## src/rtl/wallace_pkg.sv

```systemverilog
// Shared constants and elaboration-time helpers for the pipelined Wallace multiplier.
// The row-count helpers size the carry-save tree for any operand width.
package wallace_pkg;

  localparam int W_DEF     = 8;
  localparam int TAG_W_DEF = 4;
  localparam int LATENCY   = 3;

  // Baugh-Wooley correction: +2^w + 2^(2w-1), taken modulo 2^(2w).
  function automatic logic [63:0] bw_corr(input int w);
    return (64'(1) << w) | (64'(1) << (2 * w - 1));
  endfunction

  function automatic int rows_after(input int n, input int lvl);
    int r;
    r = n;
    for (int i = 0; i < lvl; i++) r = 2 * (r / 3) + r % 3;
    return r;
  endfunction

  function automatic int num_levels(input int n);
    int r;
    int l;
    r = n;
    l = 0;
    while (r > 2) begin
      r = 2 * (r / 3) + r % 3;
      l++;
    end
    return l;
  endfunction

  function automatic int row_offset(input int n, input int lvl);
    int o;
    o = 0;
    for (int i = 0; i < lvl; i++) o += rows_after(n, i);
    return o;
  endfunction

endpackage

```

## src/rtl/wallace_mul_pipe_if.sv

```systemverilog
// Operand/result stream bundle for wallace_mul_pipe.
// A beat moves when valid && ready on a rising edge; a producer holds valid and payload until it moves.
interface wallace_mul_pipe_if #(
  parameter int W     = 8,
  parameter int TAG_W = 4
);
  logic             in_valid;
  logic             in_ready;
  logic [W-1:0]     in_a;
  logic [W-1:0]     in_b;
  logic             in_signed;
  logic [TAG_W-1:0] in_tag;
  logic             out_valid;
  logic             out_ready;
  logic [2*W-1:0]   out_p;
  logic [TAG_W-1:0] out_tag;

  modport master (
    output in_valid, in_a, in_b, in_signed, in_tag, out_ready,
    input  in_ready, out_valid, out_p, out_tag
  );

  modport slave (
    input  in_valid, in_a, in_b, in_signed, in_tag, out_ready,
    output in_ready, out_valid, out_p, out_tag
  );
endinterface

```

## src/rtl/wallace_fa.sv

```systemverilog
// Full-adder cell built from two half adders.
module wallace_fa (
  input  logic a,
  input  logic b,
  input  logic ci,
  output logic s,
  output logic co
);
  logic s0, c0, c1;

  wallace_ha u_ha0 (.a(a),  .b(b),  .s(s0), .c(c0));
  wallace_ha u_ha1 (.a(s0), .b(ci), .s(s),  .c(c1));

  assign co = c0 | c1;
endmodule

```

## src/rtl/wallace_ha.sv

```systemverilog
// Half-adder cell.
module wallace_ha (
  input  logic a,
  input  logic b,
  output logic s,
  output logic c
);
  assign s = a ^ b;
  assign c = a & b;
endmodule

```

## src/rtl/wallace_tree_csa.sv

```systemverilog
// Combinational Baugh-Wooley partial products reduced by a Wallace tree of 3:2 rows
// down to a sum row and a carry row (2W bits each, modulo 2^(2W)).
module wallace_tree_csa
  import wallace_pkg::*;
#(
  parameter int W = W_DEF
) (
  input  logic [W-1:0]   a,
  input  logic [W-1:0]   b,
  input  logic           sgn,
  output logic [2*W-1:0] row_s,
  output logic [2*W-1:0] row_c
);
  localparam int NR  = W + 1;
  localparam int NL  = num_levels(NR);
  localparam int TOT = row_offset(NR, NL) + 2;
  localparam logic [63:0]    CORR64 = bw_corr(W);
  localparam logic [2*W-1:0] CORR   = CORR64[2*W-1:0];

  // All levels share one flat row store; level l starts at row_offset(NR, l).
  wire [2*W-1:0] rows [TOT];

  for (genvar i = 0; i < W; i++) begin : g_pp
    logic [W-1:0] inv, ppb;
    // Invert exactly the terms where one (not both) of the bits is an operand MSB.
    assign inv = (i == W - 1) ? {1'b0, {(W-1){1'b1}}} : {1'b1, {(W-1){1'b0}}};
    assign ppb = (a & {W{b[i]}}) ^ (inv & {W{sgn}});
    assign rows[i] = {{W{1'b0}}, ppb} << i;
  end
  assign rows[W] = sgn ? CORR : '0;

  for (genvar l = 0; l < NL; l++) begin : g_lvl
    localparam int N  = rows_after(NR, l);
    localparam int NG = N / 3;
    localparam int IB = row_offset(NR, l);
    localparam int OB = row_offset(NR, l + 1);

    for (genvar g = 0; g < NG; g++) begin : g_csa
      wire [2*W-1:0] cy;
      logic          cy_unused;
      for (genvar k = 0; k < 2 * W; k++) begin : g_bit
        wallace_fa u_fa (
          .a (rows[IB+3*g][k]),
          .b (rows[IB+3*g+1][k]),
          .ci(rows[IB+3*g+2][k]),
          .s (rows[OB+2*g][k]),
          .co(cy[k])
        );
      end
      assign rows[OB+2*g+1] = {cy[2*W-2:0], 1'b0};
      assign cy_unused = cy[2*W-1];
    end

    for (genvar r = 0; r < N % 3; r++) begin : g_pass
      assign rows[OB+2*NG+r] = rows[IB+3*NG+r];
    end
  end

  assign row_s = rows[TOT-2];
  assign row_c = rows[TOT-1];
endmodule

```

## src/rtl/wallace_mul_pipe.sv

```systemverilog
// Three-stage signed/unsigned multiplier: operand capture, Wallace reduction to two rows,
// final carry-propagate add. One global advance moves or holds every stage together.
module wallace_mul_pipe
  import wallace_pkg::*;
#(
  parameter int W     = W_DEF,
  parameter int TAG_W = TAG_W_DEF
) (
  input  logic              clk,
  input  logic              rst,
  wallace_mul_pipe_if.slave bus
);
  logic             s1_v, s2_v, s3_v;
  logic [W-1:0]     s1_a, s1_b;
  logic             s1_sgn;
  logic [TAG_W-1:0] s1_tag, s2_tag, s3_tag;
  logic [2*W-1:0]   s2_s, s2_c, s3_p;
  logic [2*W-1:0]   tree_s, tree_c;
  logic             advance;

  assign advance      = !s3_v || bus.out_ready;
  assign bus.in_ready = advance && !rst;

  wallace_tree_csa #(.W(W)) u_tree (
    .a    (s1_a),
    .b    (s1_b),
    .sgn  (s1_sgn),
    .row_s(tree_s),
    .row_c(tree_c)
  );

  always_ff @(posedge clk) begin
    if (rst) begin
      s1_v   <= 1'b0;
      s1_a   <= '0;
      s1_b   <= '0;
      s1_sgn <= 1'b0;
      s1_tag <= '0;
      s2_v   <= 1'b0;
      s2_s   <= '0;
      s2_c   <= '0;
      s2_tag <= '0;
      s3_v   <= 1'b0;
      s3_p   <= '0;
      s3_tag <= '0;
    end else if (advance) begin
      s1_v   <= bus.in_valid;
      s1_a   <= bus.in_a;
      s1_b   <= bus.in_b;
      s1_sgn <= bus.in_signed;
      s1_tag <= bus.in_tag;
      s2_v   <= s1_v;
      s2_s   <= tree_s;
      s2_c   <= tree_c;
      s2_tag <= s1_tag;
      s3_v   <= s2_v;
      s3_p   <= s2_s + s2_c;
      s3_tag <= s2_tag;
    end
  end

  assign bus.out_valid = s3_v;
  assign bus.out_p     = s3_p;
  assign bus.out_tag   = s3_tag;
endmodule

```

## src/flat_wrapper.sv

```systemverilog
// flat-port wrapper written by rule: the top's interface ports become plain ports
module wallace_mul_pipe_flat import wallace_pkg::*;
#(
  parameter int W     = W_DEF,
  parameter int TAG_W = TAG_W_DEF
)
  (clk, rst, bus_in_valid, bus_in_a, bus_in_b, bus_in_signed, bus_in_tag, bus_out_ready, bus_in_ready, bus_out_valid, bus_out_p, bus_out_tag);
  wallace_mul_pipe_if #(.W(W), .TAG_W(TAG_W)) bus_i ();
  input  logic clk;
  input  logic rst;
  input wire logic [$bits(bus_i.in_valid)-1:0] bus_in_valid;
  input wire logic [$bits(bus_i.in_a)-1:0] bus_in_a;
  input wire logic [$bits(bus_i.in_b)-1:0] bus_in_b;
  input wire logic [$bits(bus_i.in_signed)-1:0] bus_in_signed;
  input wire logic [$bits(bus_i.in_tag)-1:0] bus_in_tag;
  input wire logic [$bits(bus_i.out_ready)-1:0] bus_out_ready;
  output wire logic [$bits(bus_i.in_ready)-1:0] bus_in_ready;
  output wire logic [$bits(bus_i.out_valid)-1:0] bus_out_valid;
  output wire logic [$bits(bus_i.out_p)-1:0] bus_out_p;
  output wire logic [$bits(bus_i.out_tag)-1:0] bus_out_tag;
  assign bus_i.in_valid = bus_in_valid;
  assign bus_i.in_a = bus_in_a;
  assign bus_i.in_b = bus_in_b;
  assign bus_i.in_signed = bus_in_signed;
  assign bus_i.in_tag = bus_in_tag;
  assign bus_i.out_ready = bus_out_ready;
  assign bus_in_ready = bus_i.in_ready;
  assign bus_out_valid = bus_i.out_valid;
  assign bus_out_p = bus_i.out_p;
  assign bus_out_tag = bus_i.out_tag;
  wallace_mul_pipe #(.W(W), .TAG_W(TAG_W)) u_core (.clk(clk), .rst(rst), .bus(bus_i));
endmodule
```

## config.mk

```make
export PLATFORM = sky130hd
export DESIGN_NAME = wallace_mul_pipe_flat
export DESIGN_NICKNAME = d
export VERILOG_FILES = /design/src/rtl/wallace_pkg.sv /design/src/rtl/wallace_mul_pipe_if.sv /design/src/rtl/wallace_fa.sv /design/src/rtl/wallace_ha.sv /design/src/rtl/wallace_tree_csa.sv /design/src/rtl/wallace_mul_pipe.sv /design/src/flat_wrapper.sv
export SDC_FILE = /design/constraint.sdc
export NUM_CORES = 1
export LEC_CHECK = 0
export CORE_UTILIZATION = 33
export CTS_BUF_LIST = sky130_fd_sc_hd__clkbuf_4 sky130_fd_sc_hd__clkbuf_8 sky130_fd_sc_hd__clkbuf_16
export CTS_CLUSTER_DIAMETER = 50
export CTS_CLUSTER_SIZE = 20
export DETAILED_ROUTE_END_ITERATION = 10
export RECOVER_POWER = 50
export REMOVE_ABC_BUFFERS = 1
export SYNTH_ARGS = -nofsm -noshare
export SYNTH_HDL_FRONTEND = slang
export SYNTH_HIERARCHICAL = 1
export SYNTH_SLANG_ARGS = --single-unit
```

## constraint.sdc

```tcl
create_clock -name clk -period 8.45 [get_ports clk]
set_clock_uncertainty 0.15 [all_clocks]
set_input_delay 0.845 -clock clk [delete_from_list [all_inputs] [get_ports clk]]
set_output_delay 0.845 -clock clk [all_outputs]
set_load 0.05 [all_outputs]
```

==> impl_metrics.tcl, run 1 <==
set metrics [dict create \
    routed_wl_mm 14.4 \
    clk_pin_slew_ns 0.06 \
    layout.cells.non_filler 1282 \
    ctsResizeCount 0 \
    clockRootBuffer "clkbuf_16" \
    netlist_area_um2 7720 \
    place_hpwl_mm 11.1 \
    core_area_um2 22800 \
    num_vias 5765 \
    drive_gt1_frac 0.0289 \
    vias_per_cell 4.50 \
    violations "max-capacitance violations, max-slew violations" \
    ys_warn_count 6 \
    tritoncts "done" \
    multi_input_area_um2 6030 \
    power_switching_share 0.402 \
    routedWlPerCell_um 11.3 \
    finalSetupTns_ns 0 \
    grt_pass1_vias 5299 \
    antenna_found_initial 0 \
    avgSynthCellArea_um2 8.72 \
    p_leak_nw 4.90 \
    fin_crit_ns 4.53 \
    numCtsBuffers 9 \
    worstSkewPairLatency_ns 0.35 \
    die_w_um 155 \
    ff_latch_area_um2 1600 \
    status "finished with violations" \
    ctsLongestPathBuffers 2 \
    finalHoldViolCount 0 \
    htree_levels 3 \
    worstPathCellList "dlygate4sd3_1 > nand2b_2 > clkbuf_1 > nand2_1 > a21oi_1" \
    dpl.cell_count 1267 \
    nFillCells 2321 \
    cap_violations 1 \
    rows 55 \
    total_power_mw 1.89 \
    port_buffers 46 \
    seqPwrFrac 0.285 \
    fin_crit_sh 0.537 \
    crit_type "in2reg" \
    hp-class "reg2reg" \
    arrival_ns 4.66 \
    comb_power_share 0.510 \
    grt_overflow_total 0 \
    cp_data_required_time_ns 8.57 \
    finalMaxSlewViolations 79 \
    diodes 0 \
    clock.fmax_mhz 221 \
    cpMaxStageDelayCell "clkbuf_1" \
    drt_iter0_drc 193 \
    slowest_delay_ns 2.41 \
    antenna_left 0 \
    intPower_mw 1.13 \
    worst_slew_pin_slew_ns 3.44 \
    finalSetupViolations 0 \
    grt_start_max_net_pins 85 \
    clock-sinks 80 \
    cp-start-kind "input pin" \
    gp_congestion 0.784 \
    syn_to_final_growth_pct 14.0 \
    final_net_count 1230 \
    dieArea_um2 24000 \
    post_cts_buffers 0 \
    hold_buffers 0 \
    track_usage 0.126 \
    cp_max_fo 78 \
    rsz0062_at_grt "false" \
    drc 0 \
    grt_first_pass_wirelength_mm 24.5 \
    hold_ws_ns 0.300 \
    die_h_um 155 \
    ir_drop_mv 0.163 \
    synthCells 886 \
    first_pass_iters 4 \
    start_util 0.339 \
    power_density_nw_per_um2 215 \
    io_pins 47 \
    clockPowerShare 0.205 \
    slew_headroom -1.30 \
    p_sw_uw 762 \
    endpoint_kind "flop" \
]
final timing paths:
path	start	slack [ns]	cells after the start	end
worst max register to register	u_core/s1_sgn$_SDFFE_PP0N_	4.18	15	u_core/s2_c[12]$_SDFFE_PP0N_
worst min register to register	u_core/bus.out_p[8]$_SDFFE_PP0N_	0.30	2	u_core/bus.out_p[8]$_SDFFE_PP0N_
worst min-delay path	u_core/bus.out_p[8]$_SDFFE_PP0N_	0.30	2	u_core/bus.out_p[8]$_SDFFE_PP0N_
worst max-delay path	bus_out_ready	3.92	5	u_core/s1_sgn$_SDFFE_PP0N_
critical path: cells and delay by family:
kind,cells,cell delay [ns]
AO/OA/AOI/OAI,1,0.26
AND/OR/NAND/NOR,2,0.55
buffers and inverters,2,3.00
area by class of cell:
type	count	area share
clock inverters	5	0.00654
clock buffers	10	0.0264
well taps	313	0.0445
flip-flops and latches	80	0.182
multi-input cells	821	0.685
repair buffers	50	0.0547
inverters	3	0.00128
stage by stage:
step	utilization	cell area, um^2	setup slack, ns
after floorplan	-	7630	2.83
after global placement	0.374	8520	4.26
after detailed placement	0.374	8520	4.20
after CTS	0.387	8810	4.20
after global routing	0.387	8810	3.54
final	0.387	8810	3.92
routing by layer:
metal | GRT usage | vias to the layer above | share of wire
met5 | 0 | - | 0
li1 | - | 3076 | -
met2 | 0.222 | 50 | 0.48
met3 | 0.0203 | 14 | 0.023
met1 | 0.157 | 2625 | 0.48
met4 | 0.0396 | 0 | 0.013
registers in the layout, indices dropped and copies added (netlist names):
| signal | flops |
|---|---|
| u_core/bus.out_p | 16 |
| u_core/bus.out_tag | 4 |
| u_core/bus.out_valid | 1 |
| u_core/s1_a | 8 |
| u_core/s1_b | 8 |
| u_core/s1_sgn | 1 |
| u_core/s1_tag | 4 |
| u_core/s1_v | 1 |
| u_core/s2_c | 16 |
| u_core/s2_s | 16 |
| u_core/s2_tag | 4 |
| u_core/s2_v | 1 |
cells in the final DEF, fill, tap and decap left out, drive strengths merged, types with 5 or more instances in the layout:
master and count:
ha 239, nand2 163, or2 105, conb 85, a21oi 82, dfxtp 80
and2 50, clkdlybuf4s50 39, xnor2 20, nor2 13, clkbuf 11, o21ai 8
nand3 7, dlygate4sd3 6, a211oi 6, xor2 5
power groups by stage:
stage	clock [mW]	combinational (mW)	sequential, mW
2_1_floorplan	0	0.631	0.635
3_3_place_gp	0	0.950	0.547
3_5_place_dp	0	0.957	0.548
4_1_cts	0.402	0.965	0.541
5_1_grt	0.417	1.13	0.552
6_report	0.389	0.966	0.539
Power figures use the tool's default switching activity.
==> inputs of run 2 (changes only) <==
Clock period 8.45 ns to 4.1 ns, I/O delays scaled along.
==> impl_metrics.tcl, run 2 (same netlist as run 1, synthesis figures left out) <==
set metrics [dict create \
    grt_start_max_net_pins 84 \
    worstHoldPathCells 2 \
    routedWlPerCell_um 11.8 \
    routed_wl_mm 15.1 \
    arrival_ns 3.91 \
    slowest_delay_ns 0.47 \
    worst_slew_pin_slew_ns 1.71 \
    clk_pin_slew_ns 0.06 \
    grt_overflow_total 0 \
    total_power_mw 3.93 \
    fin_crit_sh 0.947 \
    antenna_found_initial 0 \
    layout_common_cells "239 x ha_1, 163 x nand2_1, 105 x or2_1" \
    clock.fmax_mhz 258 \
    place_hpwl_mm 11.7 \
    finalMaxSlewViolations 84 \
    dp_slack_ns 0.191 \
    endpoint_kind "flop" \
    p_leak_nw 4.97 \
    gp_congestion 0.786 \
    clockRootBuffer "clkbuf_16" \
    hold_buffers 0 \
    port_buffers 46 \
    dieArea_um2 24000 \
    worstPathCellList "nand2_1 > xnor2_1 > ha_1 > ha_1 > or2_1 > ha_1 > ha_1 > or2_1 > ha_1 > ha_1 > or2_1 > ha_1 > ha_1 > or2_1 > nand2_1 > a21oi_1" \
    ir_drop_mv 0.444 \
    track_usage 0.132 \
    violations "max-capacitance violations, max-slew violations" \
    post_cts_buffers 0 \
    grt_first_pass_wirelength_mm 25.3 \
    num_vias 5815 \
    die_h_um 155 \
    worstSkewPairLatency_ns 0.34 \
    cpMaxStageDelayCell "dfxtp_1" \
    numCtsBuffers 9 \
    crit_type "reg2reg" \
    cp_data_required_time_ns 4.13 \
    holdPathEnd "u_core/bus.out_p[8]$_SDFFE_PP0N_" \
    clock-sinks 80 \
    drt_iter0_drc 189 \
    multi_input_area_um2 6020 \
    finalHoldViolCount 0 \
    finalSetupViolations 0 \
    ctsLongestPathBuffers 2 \
    power_density_nw_per_um2 443 \
    hp-class "reg2reg" \
    r2r_cells 16 \
    cp_max_fo 9 \
    io_pins 47 \
    syn_to_final_growth_pct 14.7 \
    ctsResizeCount 0 \
    rows 55 \
    min-delay-start "u_core/bus.out_p[8]$_SDFFE_PP0N_" \
    start_util 0.339 \
    slew_headroom -0.143 \
    drive_gt1_frac 0.0349 \
    status "finished with violations" \
    ff_latch_area_um2 1600 \
    reg2reg_from "u_core/s1_b[0]$_SDFFE_PP0N_" \
    crit_top_cell "ha_1" \
    nFillCells 2366 \
    core_area_um2 22800 \
    diodes 0 \
    first_pass_iters 4 \
    tritoncts "done" \
    antenna_left 0 \
    rr_endpoint "u_core/s2_c[11]$_SDFFE_PP0N_" \
    die_w_um 155 \
    grt_pass1_vias 5465 \
    vias_per_cell 4.52 \
    layout_setup_ws_ns 0.217 \
    rsz0062_at_grt "false" \
    htree_levels 3 \
    fin_crit_ns 3.88 \
    final_net_count 1234 \
    final_common_cell "ha_1" \
    drc 0 \
    rrSetupSlack_ns 0.22 \
    cp-start-kind "flop" \
    cap_violations 1 \
]
run 2: changes by cell type in the layout (fill, tap and decap cells not counted), sizes merged:
cell and change:
clkinvlp +1, dlygate4sd3 +15, clkinv -1, buf +4, clkdlybuf4s50 -15, clkbuf +2, inv -1
run 2: metal layers:
| metal | global-route usage | share of wire | up-vias |
|---|---|---|---|
| met2 | 0.236 | 0.49 | 55 |
| met3 | 0.0240 | 0.027 | 10 |
| met4 | 0.0349 | 0.012 | 0 |
| met5 | 0 | 0 | - |
| li1 | - | - | 3085 |
| met1 | 0.161 | 0.47 | 2665 |
run 2: critical path: cells and delay by family, from the launching register on:
| family | cells | cell delay (ns) |
|---|---|---|
| compound gates | 1 | 0.07 |
| fa+ha+maj | 8 | 1.87 |
| simple gates | 6 | 1.05 |
| flops | 1 | 0.47 |
| xor+xnor | 1 | 0.14 |
run 2: layout make-up:
| type | instances | area share |
|---|---|---|
| Sequential cell | 80 | 0.181 |
| Clock buffer | 12 | 0.0280 |
| Multi-Input combinational cell | 821 | 0.680 |
| Inverter | 3 | 0.00127 |
| Tap cell | 313 | 0.0442 |
| Clock inverter | 4 | 0.00622 |
| Timing Repair Buffer | 54 | 0.0593 |
run 2: metrics by stage:
stage / instances / hold slack [ns] / util / TNS (ns) / cell area [um^2]
6_report: 1287 / 0.300 / 0.389 / 0 / 8860
5_1_grt: 1287 / 0.316 / 0.389 / 0 / 8860
4_1_cts: 1287 / 0.304 / 0.389 / 0 / 8860
3_5_place_dp: 1271 / 0.295 / 0.376 / 0 / 8560
3_3_place_gp: 1271 / 0.289 / 0.376 / 0 / 8560
2_1_floorplan: 904 / 0.276 / - / -3.47 / 7630
run 2: power breakdown:
part           switching [mW]  total, mW  internal, mW
clock                   0.332      0.827         0.495
sequential              0.124       1.10         0.979
combinational            1.13       2.00         0.869
run 2: worst max path at each step:
stage                                      start                               end  slack [ns]
6_report             u_core/s1_b[0]$_SDFFE_PP0N_      u_core/s2_c[11]$_SDFFE_PP0N_        0.22
5_1_grt              u_core/s1_b[0]$_SDFFE_PP0N_      u_core/s2_c[11]$_SDFFE_PP0N_        0.01
4_1_cts              u_core/s1_a[7]$_SDFFE_PP0N_      u_core/s2_c[11]$_SDFFE_PP0N_        0.18
3_5_place_dp         u_core/s1_b[0]$_SDFFE_PP0N_      u_core/s2_c[11]$_SDFFE_PP0N_        0.19
3_3_place_gp         u_core/s1_a[7]$_SDFFE_PP0N_      u_core/s2_c[11]$_SDFFE_PP0N_        0.23
2_1_floorplan  u_core/bus.out_valid$_SDFFE_PP0N_  u_core/bus.out_p[9]$_SDFFE_PP0N_       -1.37
==> inputs of run 3 (changes only) <==
--- a/constraint.sdc
+++ b/constraint.sdc
@@ -3,3 +3,3 @@
 set_input_delay 0.41 -clock clk [delete_from_list [all_inputs] [get_ports clk]]
 set_output_delay 0.41 -clock clk [all_outputs]
-set_load 0.05 [all_outputs]
+set_load 0.01 [all_outputs]
==> impl_metrics.tcl, run 3 (same netlist as run 1, synthesis figures left out) <==
set metrics [dict create \
    cap_violations 1 \
    intPower_mw 2.34 \
    die_h_um 155 \
    comb_power_share 0.483 \
    core_area_um2 22800 \
    clk_pin_slew_ns 0.06 \
    layout_common_cells "239 x ha_1, 163 x nand2_1, 105 x or2_1" \
    finalMaxSlewViolations 84 \
    worstPathCellList "nand2_1 > xnor2_1 > ha_1 > ha_1 > or2_1 > ha_1 > ha_1 > or2_1 > ha_1 > ha_1 > or2_1 > ha_1 > ha_1 > or2_1 > nand2_1 > a21oi_1" \
    fin_crit_sh 0.947 \
    ctsLongestPathBuffers 2 \
    finalSetupViolations 0 \
    worstSkewPairLatency_ns 0.34 \
    vias_per_cell 4.52 \
    port_buffers 46 \
    diodes 0 \
    numCtsBuffers 9 \
    routedWlPerCell_um 11.8 \
    finalHoldViolCount 0 \
    drt_iter0_drc 189 \
    cp_max_fo 9 \
    fin_crit_ns 3.88 \
    track_usage 0.132 \
    crit_type "reg2reg" \
    power_switching_share 0.373 \
    layout_setup_ws_ns 0.217 \
    cp_top_family "adder cells" \
    post_cts_buffers 0 \
    slowest_delay_ns 0.47 \
    drc 0 \
    htree_levels 3 \
    hold_ws_ns 0.300 \
    dp_slack_ns 0.191 \
    grt_start_max_net_pins 84 \
    grt_first_pass_wirelength_mm 25.3 \
    num_vias 5815 \
    grt_overflow_total 0 \
    p_leak_nw 4.98 \
    worst_slew_pin_slew_ns 1.71 \
    antenna_found_initial 0 \
    status "finished with violations" \
    seqPwrFrac 0.295 \
    place_hpwl_mm 11.7 \
    hp-class "reg2reg" \
    clockRootBuffer "clkbuf_16" \
    rows 55 \
    endpoint_kind "flop" \
    gp_congestion 0.786 \
    cp_data_required_time_ns 4.13 \
    start_util 0.339 \
    cp-start-kind "flop" \
    power_density_nw_per_um2 422 \
    io_pins 47 \
    routed_wl_mm 15.1 \
    p_sw_mw 1.39 \
    final_common_cell "ha_1" \
    cp_num_buf_inv 0 \
    clock.fmax_mhz 258 \
    rsz0062_at_grt "false" \
    cpMaxStageDelayCell "dfxtp_1" \
    dieArea_um2 24000 \
    ctsResizeCount 0 \
    arrival_ns 3.91 \
    violations "max-capacitance violations, max-slew violations" \
    drive_gt1_frac 0.0349 \
    total_power_mw 3.73 \
    clockPowerShare 0.221 \
    tritoncts "done" \
    clock-sinks 80 \
    crit_top_cell "ha_1" \
    syn_to_final_growth_pct 14.7 \
    antenna_left 0 \
    slew_headroom -0.143 \
    hold_buffers 0 \
    first_pass_iters 4 \
    die_w_um 155 \
    ir_drop_mv 0.404 \
    final_net_count 1234 \
    grt_pass1_vias 5465 \
]
## run 3: path summary, 6_finish.rpt
path	start	endpoint	slack, ns	cells past startpoint
setup / recovery	u_core/s1_b[0]$_SDFFE_PP0N_	u_core/s2_c[11]$_SDFFE_PP0N_	0.22	16
hold / removal	u_core/bus.out_p[8]$_SDFFE_PP0N_	u_core/bus.out_p[8]$_SDFFE_PP0N_	0.30	2
setup reg to reg	u_core/s1_b[0]$_SDFFE_PP0N_	u_core/s2_c[11]$_SDFFE_PP0N_	0.22	16
hold reg to reg	u_core/bus.out_p[8]$_SDFFE_PP0N_	u_core/bus.out_p[8]$_SDFFE_PP0N_	0.30	2
## run 3: stage by stage
stage | TNS, ns | instances | instance area (um^2) | util
6_report | 0 | 1287 | 8860 | 0.389
5_1_grt | 0 | 1287 | 8860 | 0.389
4_1_cts | 0 | 1287 | 8860 | 0.389
3_5_place_dp | 0 | 1271 | 8560 | 0.376
3_3_place_gp | 0 | 1271 | 8560 | 0.376
2_1_floorplan | -0.618 | 904 | 7630 | -
## run 3: area by class of cell
cell class,instances,area (um^2)
Sequential cell,80,1600
Multi-Input combinational cell,821,6020
Fill cell,2366,13900
Inverter,3,11.3
Clock inverter,4,55.1
Timing Repair Buffer,54,526
Clock buffer,12,248
Tap cell,313,392
## run 3: power groups by stage
stage / clock (mW) / combinational [mW] / sequential (mW)
floorplan: 0 / 1.30 / 1.12
global placement: 0 / 1.79 / 1.12
detailed placement: 0 / 1.81 / 1.12
CTS: 0.853 / 1.83 / 1.11
global route: 0.881 / 2.13 / 1.13
finish: 0.827 / 1.81 / 1.10
## run 3: per-layer routing
layer / up-vias / global-route usage / part of all wire
met2: 55 / 0.236 / 0.49
met3: 10 / 0.0240 / 0.027
met1: 2665 / 0.161 / 0.47
met4: 0 / 0.0349 / 0.012
met5: - / 0 / 0
li1: 3085 / - / -
## run 3: tightest hold or removal path, stage by stage (launching register included)
cell and delay (ns):
dfxtp_1 0.31, nand2_1 0.05, a21oi_1 0.05
